[config.mk]
export PLATFORM = sky130hd
export DESIGN_NAME = ecc_scrub_ctrl
export DESIGN_NICKNAME = d
export VERILOG_FILES = /design/src/rtl/ecc_scrub_ctrl.sv
export SDC_FILE = /design/constraint.sdc
export NUM_CORES = 1
export LEC_CHECK = 0
export ABC_AREA = 1
export CELL_PAD_IN_SITES_DETAIL_PLACEMENT = 1
export CELL_PAD_IN_SITES_GLOBAL_PLACEMENT = 2
export CORE_MARGIN = 1
export CORE_UTILIZATION = 31
export CTS_BUF_LIST = sky130_fd_sc_hd__clkbuf_4 sky130_fd_sc_hd__clkbuf_8
export CTS_CLUSTER_SIZE = 12
export DETAILED_ROUTE_END_ITERATION = 10
export DONT_BUFFER_PORTS = 1
export MAX_ROUTING_LAYER = met4
export PLACE_DENSITY = 0.84
export REMOVE_ABC_BUFFERS = 1
export SLEW_MARGIN = 10
export SYNTH_ARGS = -nofsm -noshare
export SYNTH_HDL_FRONTEND = slang
export SYNTH_SLANG_ARGS = --single-unit
[constraint.sdc]
create_clock -name clk -period 1.9 [get_ports clk]
set_clock_uncertainty 0.2 [all_clocks]
set_input_delay 0.285 -clock clk [delete_from_list [all_inputs] [get_ports clk]]
set_output_delay 0.285 -clock clk [all_outputs]
set_load 0.005 [all_outputs]
[src/rtl/ecc_scrub_ctrl.sv]
// rtl/ecc_scrub_ctrl.sv - background ECC scrubber that reads and repairs an SRAM on functional-idle cycles
module ecc_scrub_ctrl #(
    parameter int AW      = 10,
    parameter int DEPTH   = 1024,
    parameter int DBITS   = 64,
    parameter int DEC_LAT = 3,
    parameter int CW      = 16
) (
    input  logic             clk,
    input  logic             rst,
    input  logic             i_enable,
    input  logic [CW-1:0]    i_interval,
    input  logic             i_func_busy,
    input  logic             i_clr_counts,
    input  logic             i_dec_err_detect,
    input  logic             i_dec_err_multpl,
    input  logic [DBITS-1:0] i_dec_data,
    output logic             o_mem_rd_en,
    output logic             o_mem_wr_en,
    output logic [AW-1:0]    o_mem_addr,
    output logic [DBITS-1:0] o_mem_wr_data,
    output logic             o_busy,
    output logic [CW-1:0]    o_sbe_count,
    output logic [CW-1:0]    o_mbe_count,
    output logic             o_mbe_flag,
    output logic [AW-1:0]    o_mbe_addr,
    output logic             o_pass_done
);

    typedef enum logic [2:0] {
        S_IDLE,
        S_GAP,
        S_READ,
        S_WAIT,
        S_WRITE,
        S_NEXT
    } state_t;

    localparam logic [AW-1:0] LAST_ADDR = AW'(DEPTH - 1);
    localparam logic [CW-1:0] LAT_LOAD  = CW'(DEC_LAT - 1);
    localparam logic [CW-1:0] CNT_MAX   = '1;

    state_t             state_q, state_d;
    logic [AW-1:0]      ptr_q, ptr_d;
    logic [CW-1:0]      cnt_q, cnt_d;
    logic [CW-1:0]      sbe_q, sbe_d;
    logic [CW-1:0]      mbe_q, mbe_d;
    logic               flag_q, flag_d;
    logic [AW-1:0]      mbe_addr_q, mbe_addr_d;
    logic [DBITS-1:0]   wr_data_q, wr_data_d;
    logic               rd_en, wr_en, pass_done, sbe_ev, mbe_ev;

    always_comb begin
        state_d    = state_q;
        ptr_d      = ptr_q;
        cnt_d      = cnt_q;
        sbe_d      = sbe_q;
        mbe_d      = mbe_q;
        flag_d     = flag_q;
        mbe_addr_d = mbe_addr_q;
        wr_data_d  = wr_data_q;
        rd_en      = 1'b0;
        wr_en      = 1'b0;
        pass_done  = 1'b0;
        sbe_ev     = 1'b0;
        mbe_ev     = 1'b0;

        case (state_q)
            S_IDLE: begin
                if (i_enable) state_d = S_READ;
            end
            S_GAP: begin
                if (!i_enable) begin
                    state_d = S_IDLE;
                end else if (cnt_q == '0) begin
                    state_d = S_READ;
                end else begin
                    cnt_d = cnt_q - CW'(1);
                end
            end
            S_READ: begin
                // The functional requester always wins the port.
                if (!i_func_busy) begin
                    rd_en   = 1'b1;
                    cnt_d   = LAT_LOAD;
                    state_d = S_WAIT;
                end
            end
            S_WAIT: begin
                if (cnt_q == '0) begin
                    if (i_dec_err_detect && i_dec_err_multpl) begin
                        mbe_ev     = 1'b1;
                        mbe_addr_d = ptr_q;
                        state_d    = S_NEXT;
                    end else if (i_dec_err_detect) begin
                        sbe_ev    = 1'b1;
                        wr_data_d = i_dec_data;
                        state_d   = S_WRITE;
                    end else begin
                        state_d = S_NEXT;
                    end
                end else begin
                    cnt_d = cnt_q - CW'(1);
                end
            end
            S_WRITE: begin
                if (!i_func_busy) begin
                    wr_en   = 1'b1;
                    state_d = S_NEXT;
                end
            end
            S_NEXT: begin
                if (ptr_q == LAST_ADDR) begin
                    ptr_d     = '0;
                    pass_done = 1'b1;
                end else begin
                    ptr_d = ptr_q + AW'(1);
                end
                // Gap counter is loaded with interval-1 so GAP lasts exactly interval cycles.
                if (!i_enable) begin
                    state_d = S_IDLE;
                end else if (i_interval == '0) begin
                    state_d = S_READ;
                end else begin
                    cnt_d   = i_interval - CW'(1);
                    state_d = S_GAP;
                end
            end
            default: state_d = S_IDLE;
        endcase

        if (i_clr_counts) begin
            sbe_d  = '0;
            mbe_d  = '0;
            flag_d = 1'b0;
        end
        if (sbe_ev) begin
            sbe_d = i_clr_counts ? CW'(1) : ((sbe_q == CNT_MAX) ? sbe_q : sbe_q + CW'(1));
        end
        if (mbe_ev) begin
            mbe_d  = i_clr_counts ? CW'(1) : ((mbe_q == CNT_MAX) ? mbe_q : mbe_q + CW'(1));
            flag_d = 1'b1;
        end
    end

    always_ff @(posedge clk) begin
        if (rst) begin
            state_q    <= S_IDLE;
            ptr_q      <= '0;
            cnt_q      <= '0;
            sbe_q      <= '0;
            mbe_q      <= '0;
            flag_q     <= 1'b0;
            mbe_addr_q <= '0;
            wr_data_q  <= '0;
        end else begin
            state_q    <= state_d;
            ptr_q      <= ptr_d;
            cnt_q      <= cnt_d;
            sbe_q      <= sbe_d;
            mbe_q      <= mbe_d;
            flag_q     <= flag_d;
            mbe_addr_q <= mbe_addr_d;
            wr_data_q  <= wr_data_d;
        end
    end

    assign o_mem_rd_en   = rd_en;
    assign o_mem_wr_en   = wr_en;
    assign o_mem_addr    = ptr_q;
    assign o_mem_wr_data = wr_data_q;
    assign o_busy        = (state_q != S_IDLE);
    assign o_sbe_count   = sbe_q;
    assign o_mbe_count   = mbe_q;
    assign o_mbe_flag    = flag_q;
    assign o_mbe_addr    = mbe_addr_q;
    assign o_pass_done   = pass_done;

endmodule
==> metrics.md <==
| Metric | Value |
|---|---|
| Vias in the first global route | `7612` |
| Status | `complete, but fails checks` |
| First drt pass iteration count | `4` |
| Pwr/cell area | `between 1000 and 1500 nW/um2` |
| Clock Latency Late Sink | `450 ps` |
| Final setup viols | `60` |
| # port buffers | `0` |
| DRC Markers | `0` |
| Placed wire-length estimate | `16540 um` |
| Achievable frequency | `0.4914 GHz` |
| Failing checks | `negative setup slack` |
| WS Path Type | `reg -> reg` |
| WL/cell | `18.67 um` |
| Final net count | `1273` |
| GRT Util Overall | `23.51%` |
| Initial Utilization | `31.85%` |
| CP endpoint kind | `flop` |
| Pre-CTS WS | `-259.9 ps` |
| Final WS setup | `-134.8 ps` |
| Area grow syn2layout | `59.24%` |
| Most common cell after layout, fill and taps aside | `nor2_1` |
| I/O pin total | `208` |
| Number of synthesized register bits | `between 100 and 150` |
| CTS Buffer Depth | `2` |
| DRT antenna net count | `0` |
| Num rows | `52` |
| CP Launch Type | `flop` |
| Cell count after placement | `1311` |
| Tcrit/Tclk final | `107.1%` |
| Reg2reg start | `state_q[1]$_SDFFE_PP0P_` |
| R2R Setup Slk | `-130 ps` |
| Placer congestion estimate | `0.8675` |
| H-tree Lvls | `4` |
| Worst hold endpoint | `cnt_q[15]$_SDFFE_PP0P_` |
| Area post-placement | `7710 um2` |
| Maximum vdd drop | `591.9 uV` |
| Routed WL | `roughly 27000 um` |
| DR vias | `7434` |
| Post-layout util | `50.72%` |
| Crit path DAT | `between 2000 and 2500 ps` |
| CTS root buffer | `clkbuf_8` |
| Class of the worst hold path | `in -> reg` |
| Slew Limit Fails | `0` |
| First-pass GRT wire length | `38900 um` |
| Final instance area | `just over 10000 um2` |
| Vias/cell | `5.067` |
| Remaining Overflow, GRT | `0` |
| Most frequent cells in the layout | `nor2_1, nand2_1, buf_4` |
| Overall Power | `11000 uW` |
| Number of synthesized flops with an enable pin | `0` |
| Die height | `approximately 150 um` |
| Worst R2R Path Depth | `14` |
| Inserted Clock Buffers | `17` |
| Count of different cell masters after synthesis | `37` |
| CTS tree | `done` |
| Sequential fraction of the synthesis area | `41.84%` |
| Final min period | `2035 ps` |
| Initial antenna violation count | `2` |
| Critical Path Fanout Max | `5` |
| Fin. Hold Viols | `0` |
| Share of cells above drive strength 1 | `about 34%` |
| Synthesized area | `approximately 6500 um2` |
| Cell Count, Final, Fillers Out | `~1500` |
| Reg clk slew, reported paths | `approximately 90 ps` |
| Initial drt markers | `269` |
| Predominant post-synthesis flop cell | `dfxtp_1` |
| Pin count of the biggest net entering global routing | `47` |
| Cell count of the worst hold path | `4` |
| Die area | `between 20000 and 25000 um2` |
| Hold Startpoint | `i_interval[15]` |
| Required time worst endpoint | `2090 ps` |
| Crit Reg-Reg Endpoint | `cnt_q[12]$_SDFFE_PP0P_` |
| RSZ-0062 raised after global routing | `true` |
| Slew HR | `roughly 61%` |
| Post-synthesis instance total | `955` |
| Post-synth ARST share | `0%` |
| Core area | `20430 um2` |
| Static Leakage | `0.004171 uW` |
| Num Clock Sinks | `136` |
| Max cap viols | `0` |
| Synth Area per Inst | `between 6 and 7 um2` |
| Synth warnings | `0` |
| Worst-margin pin slew | `about 580 ps` |
| Die width | `roughly 150 um` |
Yosys cell counts, types with 2 or more instances:
| library cell | count | area share (%) |
|---|---|---|
| nor2_1 | 217 | 13 |
| nand2_1 | 172 | 9.9 |
| dfxtp_1 | 136 | 42 |
| o21ai_0 | 85 | 6.5 |
| a21oi_1 | 68 | 5.2 |
| inv_1 | 64 | 3.7 |
| nand3_1 | 58 | 4.5 |
| nand4_1 | 25 | 2.4 |
| clkbuf_1 | 20 | 1.2 |
| nor3_1 | 18 | 1.4 |
| xor2_1 | 13 | 1.7 |
| buf_4 | 9 | 1.0 |
| buf_2 | 8 | 0.62 |
| inv_2 | 6 | 0.35 |
| nand2_2 | 6 | 0.58 |
| nor2_2 | 6 | 0.58 |
| o21ai_1 | 5 | 0.38 |
| ha_1 | 4 | 0.77 |
| nor2_4 | 4 | 0.69 |
| xnor2_1 | 4 | 0.54 |
| buf_6 | 3 | 0.52 |
| o21a_1 | 3 | 0.35 |
| a211oi_1 | 2 | 0.23 |
| buf_1 | 2 | 0.12 |
| nand3_2 | 2 | 0.31 |
| nor3b_1 | 2 | 0.23 |
| or2_0 | 2 | 0.19 |
| or2_2 | 2 | 0.19 |
worst max-delay path by stage:
stage / end / slack [ps] / startpoint / cells past startpoint
after floorplan: o_sbe_count[14]$_SDFFE_PP0P_ / -1650 / state_q[0]$_SDFFE_PP0P_ / 11
after global placement: o_mbe_count[3]$_SDFFE_PP0P_ / -180 / cnt_q[11]$_SDFFE_PP0P_ / 12
after detailed placement: o_sbe_count[14]$_SDFFE_PP0P_ / -260 / o_sbe_count[0]$_SDFFE_PP0P_ / 11
after CTS: cnt_q[6]$_SDFFE_PP0P_ / -80 / state_q[1]$_SDFFE_PP0P_ / 12
after global routing: cnt_q[12]$_SDFFE_PP0P_ / -230 / state_q[1]$_SDFFE_PP0P_ / 14
final: cnt_q[12]$_SDFFE_PP0P_ / -130 / state_q[1]$_SDFFE_PP0P_ / 14
per-stage QoR:
| step | TNS (ps) | hold WS (ps) |
|---|---|---|
| 6_report | -3024 | 42.25 |
| 5_1_grt | -13480 | 63.29 |
| 4_1_cts | -737.9 | 21.20 |
| 3_5_place_dp | -12880 | 163.1 |
| 3_3_place_gp | -5120 | 160.8 |
| 2_1_floorplan | -97510 | 154.1 |
state kept, by name, summed over array words and instances, names as in the netlist:
signal	count
o_mem_wr_data	64
o_sbe_count	16
o_mbe_flag	1
cnt_q	16
o_mbe_addr	10
o_mbe_count	16
state_q	3
o_mem_addr	10
cells by family (layout without fill, tap and decap cells):
| kind of cell | after synthesis | count (layout) | share of synthesized area, % |
|---|---|---|---|
| simple gates | 519 | 519 | 34.40 |
| compound gates | 166 | 166 | 13.07 |
| flops | 136 | 136 | 41.84 |
| mux | 1 | 1 | 0.1538 |
| xor+xnor | 17 | 17 | 2.288 |
| other cells | 0 | 2 | 0 |
| fa+ha+maj | 4 | 4 | 0.7691 |
| buf+inv | 112 | 352 | 7.479 |
per-layer routing:
metal / global-route usage [%] / up-vias / wire length [um]
met3: 5.000 / 59 / 1040
li1: - / 3576 / -
met5: - / - / 0
met1: 25.47 / 3637 / 11160
met4: 8.438 / 0 / 800
met2: 42.09 / 162 / 14380
worst max-delay path, cell delays in order (launching register included):
cell,delay (ps)
dfxtp_2,340
inv_2,70
nand3_4,120
clkbuf_16,190
buf_6,120
nand2_4,50
nand2_4,60
buf_6,120
nor2_4,100
nand2_1,70
nor2_2,140
nand2_1,90
nand2_1,80
nand3_1,70
a21oi_1,140
layout make-up:
class                      count  area [um2]
timing repair buffer         250        2551
tap                          270       337.8
clock inverter                14       132.6
inverter                      70       280.3
antenna                        2       5.005
sequential                   136        2744
multi-input combinational    707        4070
fill                        2490       10070
clock buffer                  18       241.5
power by group:
part	switching (uW)	total, uW	internal [uW]
clock network	1380	2350	972
logic	2990	5430	2440
registers	159	3220	3060
total	4530	11000	6470
what timing repair did:
action                                 CTS  global route
buffers inserted                        17            19
pin swaps                               21            74
hold buffers                            73             0
gates resized for setup                121           205
gates cloned                             2            12
endpoints found under the hold margin  122             0
setup endpoints to repair              128           132
Power figures use the tool's default switching activity.
